===== src/rtl/wb_select_stage_pkg.sv =====
// Shared encodings for the writeback select stage: source indices, load types, FSM states.
// Latency: n/a (definitions only).
// Backpressure: n/a.
package wb_select_stage_pkg;

    // Writeback source indices (slot positions in the flattened source bus)
    localparam int WSEL_ALU  = 0;
    localparam int WSEL_RAM  = 1;
    localparam int WSEL_PC   = 2;
    localparam int WSEL_SEXT = 3;
    localparam int WSEL_MD   = 4;

    // Load-type encodings; unlisted codes behave as a full word load
    localparam logic [2:0] LD_W  = 3'd0;
    localparam logic [2:0] LD_B  = 3'd1;
    localparam logic [2:0] LD_BU = 3'd2;
    localparam logic [2:0] LD_H  = 3'd3;
    localparam logic [2:0] LD_HU = 3'd4;

    typedef enum logic {
        ST_IDLE    = 1'b0,
        ST_WAIT_MD = 1'b1
    } wb_state_e;

endpackage


===== src/rtl/wb_select_stage_load_align_ext.sv =====
// Aligns a sub-word load out of a RAM word and sign/zero-extends it to DATA_W.
// Latency: 0 cycles (purely combinational).
// Backpressure: none.
module load_align_ext
    import wb_select_stage_pkg::*;
#(
    parameter int DATA_W = 32
) (
    input  logic [DATA_W-1:0] word,
    input  logic [1:0]        addr_lo,
    input  logic [2:0]        ld_type,
    output logic [DATA_W-1:0] ext_dat
);

    logic [DATA_W-1:0] shifted;
    logic [7:0]        byte_v;
    logic [15:0]       half_v;

    // Pick the addressed byte/half lane, then extend according to the load type
    always_comb begin
        shifted = word >> {addr_lo, 3'b000};
        byte_v  = shifted[7:0];
        half_v  = addr_lo[1] ? word[31:16] : word[15:0];
        unique case (ld_type)
            LD_B:    ext_dat = {{(DATA_W-8){byte_v[7]}}, byte_v};
            LD_BU:   ext_dat = {{(DATA_W-8){1'b0}}, byte_v};
            LD_H:    ext_dat = {{(DATA_W-16){half_v[15]}}, half_v};
            LD_HU:   ext_dat = {{(DATA_W-16){1'b0}}, half_v};
            default: ext_dat = word;
        endcase
    end

endmodule


===== src/rtl/wb_select_stage.sv =====
// Registered writeback stage: selects/extends the writeback value, stalls for mul/div results, counts retires.
// Latency: 1 cycle from accept to rf_we/fwd_valid; mul/div writes back the cycle after md_valid.
// Backpressure: in_ready drops while a mul/div result is pending; flush drops the offered instruction.
module wb_select_stage
    import wb_select_stage_pkg::*;
#(
    parameter int DATA_W  = 32,
    parameter int NUM_SRC = 5,
    parameter int SEL_W   = 3,
    parameter int RA_W    = 5,
    parameter int CNT_W   = 32
) (
    input  logic                      clk,
    input  logic                      rst_n,
    input  logic                      flush,
    input  logic                      in_valid,
    output logic                      in_ready,
    input  logic [SEL_W-1:0]          in_sel,
    input  logic                      in_we,
    input  logic [RA_W-1:0]           in_waddr,
    input  logic [NUM_SRC*DATA_W-1:0] in_src,
    input  logic [2:0]                in_ld_type,
    input  logic [1:0]                in_addr_lo,
    input  logic                      md_valid,
    input  logic [DATA_W-1:0]         md_result,
    output logic                      rf_we,
    output logic [RA_W-1:0]           rf_waddr,
    output logic [DATA_W-1:0]         rf_wdata,
    output logic                      fwd_valid,
    output logic [CNT_W-1:0]          retire_cnt
);

    wb_state_e         state_q, state_d;
    logic              vld_q, vld_d;
    logic              we_q, we_d;
    logic [RA_W-1:0]   waddr_q, waddr_d;
    logic [DATA_W-1:0] wdata_q, wdata_d;
    logic [CNT_W-1:0]  retire_cnt_q, retire_cnt_d;

    logic [DATA_W-1:0] ram_ext;
    logic [DATA_W-1:0] sel_dat;
    logic              is_md;
    logic              accept;

    load_align_ext #(
        .DATA_W (DATA_W)
    ) u_load_align_ext (
        .word    (in_src[WSEL_RAM*DATA_W +: DATA_W]),
        .addr_lo (in_addr_lo),
        .ld_type (in_ld_type),
        .ext_dat (ram_ext)
    );

    assign in_ready = (state_q == ST_IDLE);
    assign accept   = in_valid && in_ready && !flush;
    assign is_md    = (WSEL_MD < NUM_SRC) && (in_sel == SEL_W'(WSEL_MD));

    // Source mux; out-of-range selects and the MD slot contribute zero
    always_comb begin
        sel_dat = '0;
        for (int i = 0; i < NUM_SRC; i++) begin
            if (i != WSEL_MD && in_sel == SEL_W'(i)) begin
                sel_dat = (i == WSEL_RAM) ? ram_ext : in_src[i*DATA_W +: DATA_W];
            end
        end
    end

    // Next-state: flush beats everything, IDLE accepts, WAIT_MD waits for the mul/div pulse
    always_comb begin
        state_d      = state_q;
        vld_d        = 1'b0;
        we_d         = we_q;
        waddr_d      = waddr_q;
        wdata_d      = wdata_q;
        retire_cnt_d = retire_cnt_q + CNT_W'(vld_q);
        if (flush) begin
            state_d = ST_IDLE;
        end else begin
            unique case (state_q)
                ST_IDLE: begin
                    if (accept) begin
                        we_d    = in_we;
                        waddr_d = in_waddr;
                        if (is_md) begin
                            state_d = ST_WAIT_MD;
                        end else begin
                            vld_d   = 1'b1;
                            wdata_d = sel_dat;
                        end
                    end
                end
                ST_WAIT_MD: begin
                    if (md_valid) begin
                        vld_d   = 1'b1;
                        wdata_d = md_result;
                        state_d = ST_IDLE;
                    end
                end
                default: state_d = ST_IDLE;
            endcase
        end
    end

    // Stage register, FSM state and retire counter
    always_ff @(posedge clk or negedge rst_n) begin
        if (!rst_n) begin
            state_q      <= ST_IDLE;
            vld_q        <= 1'b0;
            we_q         <= 1'b0;
            waddr_q      <= '0;
            wdata_q      <= '0;
            retire_cnt_q <= '0;
        end else begin
            state_q      <= state_d;
            vld_q        <= vld_d;
            we_q         <= we_d;
            waddr_q      <= waddr_d;
            wdata_q      <= wdata_d;
            retire_cnt_q <= retire_cnt_d;
        end
    end

    // Outputs are zero whenever the stage holds no writeback, so stale MD address never leaks out
    assign fwd_valid  = vld_q;
    assign rf_we      = vld_q && we_q && (waddr_q != '0);
    assign rf_waddr   = vld_q ? waddr_q : '0;
    assign rf_wdata   = vld_q ? wdata_q : '0;
    assign retire_cnt = retire_cnt_q;

endmodule

===== config.mk =====
export PLATFORM = sky130hd
export DESIGN_NAME = wb_select_stage
export DESIGN_NICKNAME = d
export VERILOG_FILES = /design/src/rtl/wb_select_stage_pkg.sv /design/src/rtl/wb_select_stage_load_align_ext.sv /design/src/rtl/wb_select_stage.sv
export SDC_FILE = /design/constraint.sdc
export NUM_CORES = 1
export LEC_CHECK = 0
export ABC_AREA = 1
export BUFFER_PORTS_ARGS = -buffer_cell sky130_fd_sc_hd__buf_2
export CAP_MARGIN = 20
export CELL_PAD_IN_SITES_DETAIL_PLACEMENT = 1
export CELL_PAD_IN_SITES_GLOBAL_PLACEMENT = 1
export CORE_MARGIN = 10
export CORE_UTILIZATION = 31
export DETAILED_ROUTE_END_ITERATION = 10
export GPL_ROUTABILITY_DRIVEN = 0
export PLACE_DENSITY_LB_ADDON = 0.2
export SLEW_MARGIN = 10
export SYNTH_ARGS = -nofsm -noshare
export SYNTH_HDL_FRONTEND = slang
export SYNTH_SLANG_ARGS = --single-unit

===== constraint.sdc =====
create_clock -name clk -period 2.1 [get_ports clk]
set_clock_uncertainty 0.2 [all_clocks]
set_input_delay 0.525 -clock clk [delete_from_list [all_inputs] [get_ports clk]]
set_output_delay 0.525 -clock clk [all_outputs]
set_load 0.02 [all_outputs]

==> flow_metrics.py <==
metrics = {
    "route": {
        "drt-total-wl_um": 25970,
        "drt_pass1_iterations": 5,
        "drcViolationCount": 0,
        "wl_per_cell_um": 17.75,
        "via_per_inst": 4.714,
        "num_vias": 6896,
        "drt_iter0_drc": 310,
        "ant_nets": 0,
    },
    "setup_path": {
        "cp_max_fo": 2,
        "crit_chain": "or3_1, o311ai_2, inv_1, buf_2",
        "regToRegStartpoint": "fwd_valid",
        "path_buf_inv": 2,
        "ff2ff_path_depth": 11,
        "required_ns": 1.37,
        "critPathCaptureType": "output port",
        "startpoint_type": "flip-flop",
        "worst_path_max_delay_cell": "dfrtp_1",
        "cp.arrival_ns": 1.57,
        "r2r_slack_ns": 0.06,
        "path_delay_family": "flip-flops",
        "rr_endpoint": "retire_cnt[24]",
        "crit_type": "flip-flop to output port",
        "cp_slowest_stage_delay_ns": 0.39,
    },
    "yosys": {
        "synth_ff_type": "dfrtp_1",
        "yosys-top-cells-count": "384 x nand2_1, 147 x inv_1, 80 x nor2_1",
        "avgSynthCellArea_sq_um": 5.997,
        "synth.area.top_cells": "dfrtp_1 31%, nand2_1 25%, inv_1 9.6%",
        "netlist_instances": 961,
        "synth-edff-count": 0,
        "synth.top_cell.area_share": 0.3126,
        "syn-num-nets": 1174,
        "synth_most_common_cell": "nand2_1",
        "netlist_area_sq_um": 5763,
        "yosysTopAreaCell": "dfrtp_1",
        "synthArstFlopShare": 1.000,
        "ys_types": 33,
        "ys_warn_count": 0,
        "yosysSeqAreaShare": 0.3126,
        "ys_ff_latch": 72,
    },
    "flow_run": {
        "maxCapViolations": 0,
    },
    "global_route": {
        "grt_max_degree": 40,
        "grt.overflow.total": 0,
        "grt_pass1_vias": 7302,
        "track_usage": 0.2010,
        "antenna_found_initial": 9,
        "grt_pass1_wl_um": 38980,
    },
    "layout": {
        "seqCellArea_sq_um": 1802,
        "fill_cells": 2436,
        "drive_gt1_frac": 0.3052,
        "nNetsFinal": 1440,
        "area_growth_pct": 43.96,
        "multiInputGateArea_sq_um": 3273,
        "final_area_sq_um": 8297,
    },
    "min_path": {
        "hold-path-endpoint": "waddr_q[4]",
        "min_from": "in_waddr[4]",
        "hp-class": "input port to flip-flop",
        "hold_path_depth": 3,
    },
    "timing": {
        "finalWorstSetupSlack_ns": -0.1913,
        "rsz0062_at_grt": "yes",
        "setup_viol": 19,
        "drv_slew": 0,
        "timing.final.hold_violations": 0,
        "finalSetupTns_ns": -0.4642,
        "fmax_mhz": 436.4,
        "maxSlewHeadroom": 0.7436,
        "worstMarginPinSlew_ns": 0.3817,
        "fin_crit_ns": 2.291,
        "period_share": 1.091,
    },
    "cts": {
        "cts_root_buffer": "clkbuf_16",
        "htree_levels": 3,
        "clk_pin_slew_ns": 0.07,
        "cts_tree": "done",
        "numCtsBuffers": 9,
        "numClockSinks": 72,
        "clk_latency_ns": 0.35,
        "clk_path_buf_depth": 2,
    },
    "placement": {
        "dp_hpwl_um": 20260,
        "io_buffers": 250,
        "placed_cell_area_sq_um": 7497,
        "dp_slack_ns": -0.03396,
    },
    "floorplanning": {
        "die_area_sq_um": 24440,
        "chipHeight_um": 156.3,
        "die_width_um": 156.3,
        "initial_utilization": 0.3176,
        "core_sq_um": 18150,
        "pin_count": 283,
        "rows": 49,
    },
    "pwr": {
        "max-vdd-ir-drop_mv": 0.3292,
        "p_per_area_nw_per_um2": 568.9,
        "p_leak_nw": 4.945,
    },
    "status": {
        "violations": "setup timing",
        "status": "finished with violations",
    },
}
[cells by family after synthesis]
kind of cell	synth area share
flops	0.3126
simple gates	0.4553
compound gates	0.04234
xor+xnor	0.04690
fa+ha+maj	0.004341
buf+inv	0.1385
[where the power goes]
group,switching [mW],internal [mW]
clock,0.664,1.05
combinational,0.767,0.545
sequential,0.144,1.55
[state kept, by name, summed over array words and instances (netlist names)]
register	cells
fwd_valid	1
state_q	1
retire_cnt	32
wdata_q	32
we_q	1
waddr_q	5
[area by class of cell]
| type | instances | area share |
|---|---|---|
| multi-input combinational | 689 | 0.3945 |
| antenna | 2 | 0.0006032 |
| tap | 229 | 0.03453 |
| sequential | 72 | 0.2172 |
| clock inverter | 6 | 0.01116 |
| inverter | 157 | 0.07103 |
| clock buffer | 10 | 0.02760 |
| timing repair buffer | 298 | 0.2434 |
[how the worst max path moves through the flow]
stage,startpoint,endpoint,slack [ns],cells past startpoint
after floorplan,fwd_valid,retire_cnt[24],0.08,11
after global placement,in_ld_type[2],wdata_q[12],0.02,12
after detailed placement,in_ld_type[2],wdata_q[27],-0.03,12
after CTS,waddr_q[1],rf_we,-0.20,4
after global routing,waddr_q[1],rf_we,-0.24,4
final,waddr_q[1],rf_we,-0.19,4
[through the flow]
stage          cells  hold WS, ns  total power, mW  utilization
2_1_floorplan    961      0.02941            2.323            -
3_3_place_gp    1432       0.2065            2.851       0.4131
3_5_place_dp    1432       0.2068            2.877       0.4131
4_1_cts         1450       0.1562            4.607       0.4325
5_1_grt         1461       0.1701            4.969       0.4569
6_report        1463       0.1635            4.720       0.4572
[cells in the final DEF (no fill, tap or decap), drive strengths merged]
master       netlist  routed
nand4             40      40
nand2            392     392
clkbuf            22      13
nor4               5       5
clkinv             0       1
a21oi              7       7
inv              157     158
xnor2             10      10
ha                 2       2
dfrtp             72      72
dlygate4sd3        0       1
nor3              12      12
nor3b              1       1
o311ai             1       1
buf               21     294
or3                1       1
diode              0       2
nand3             69      69
o21ai             40      40
bufinv             0       2
clkinvlp           0       2
nand3b             1       1
xor2              20      20
nor2              88      88
[timing repair]
action                                  4_1_cts  5_1_grt
hold buffers                                  1        0
pin swaps                                     0        7
endpoints found under the setup margin       39       25
cloned                                        0        4
resized for setup                             4      111
endpoints found under the hold margin        14        0
setup buffers                                 1        7
[per-layer routing]
layer	routed length, um	global-route usage	vias to the layer above
li1	-	-	3470
met1	10910	0.2278	3212
met2	12750	0.3514	167
met3	1837	0.07209	35
met4	396	0.05034	12
met5	69	0	-
[worst reg2reg max path: stages (launching register included)]
cell,delay (ns)
dfrtp_1,0.42
ha_4,0.17
ha_4,0.15
nand2_4,0.06
nor2_4,0.16
nand2_4,0.08
nor2_4,0.17
nand2_4,0.09
nor2_4,0.15
nand2_2,0.08
nor2_2,0.12
xor2_1,0.14
Power figures use the tool's default switching activity.
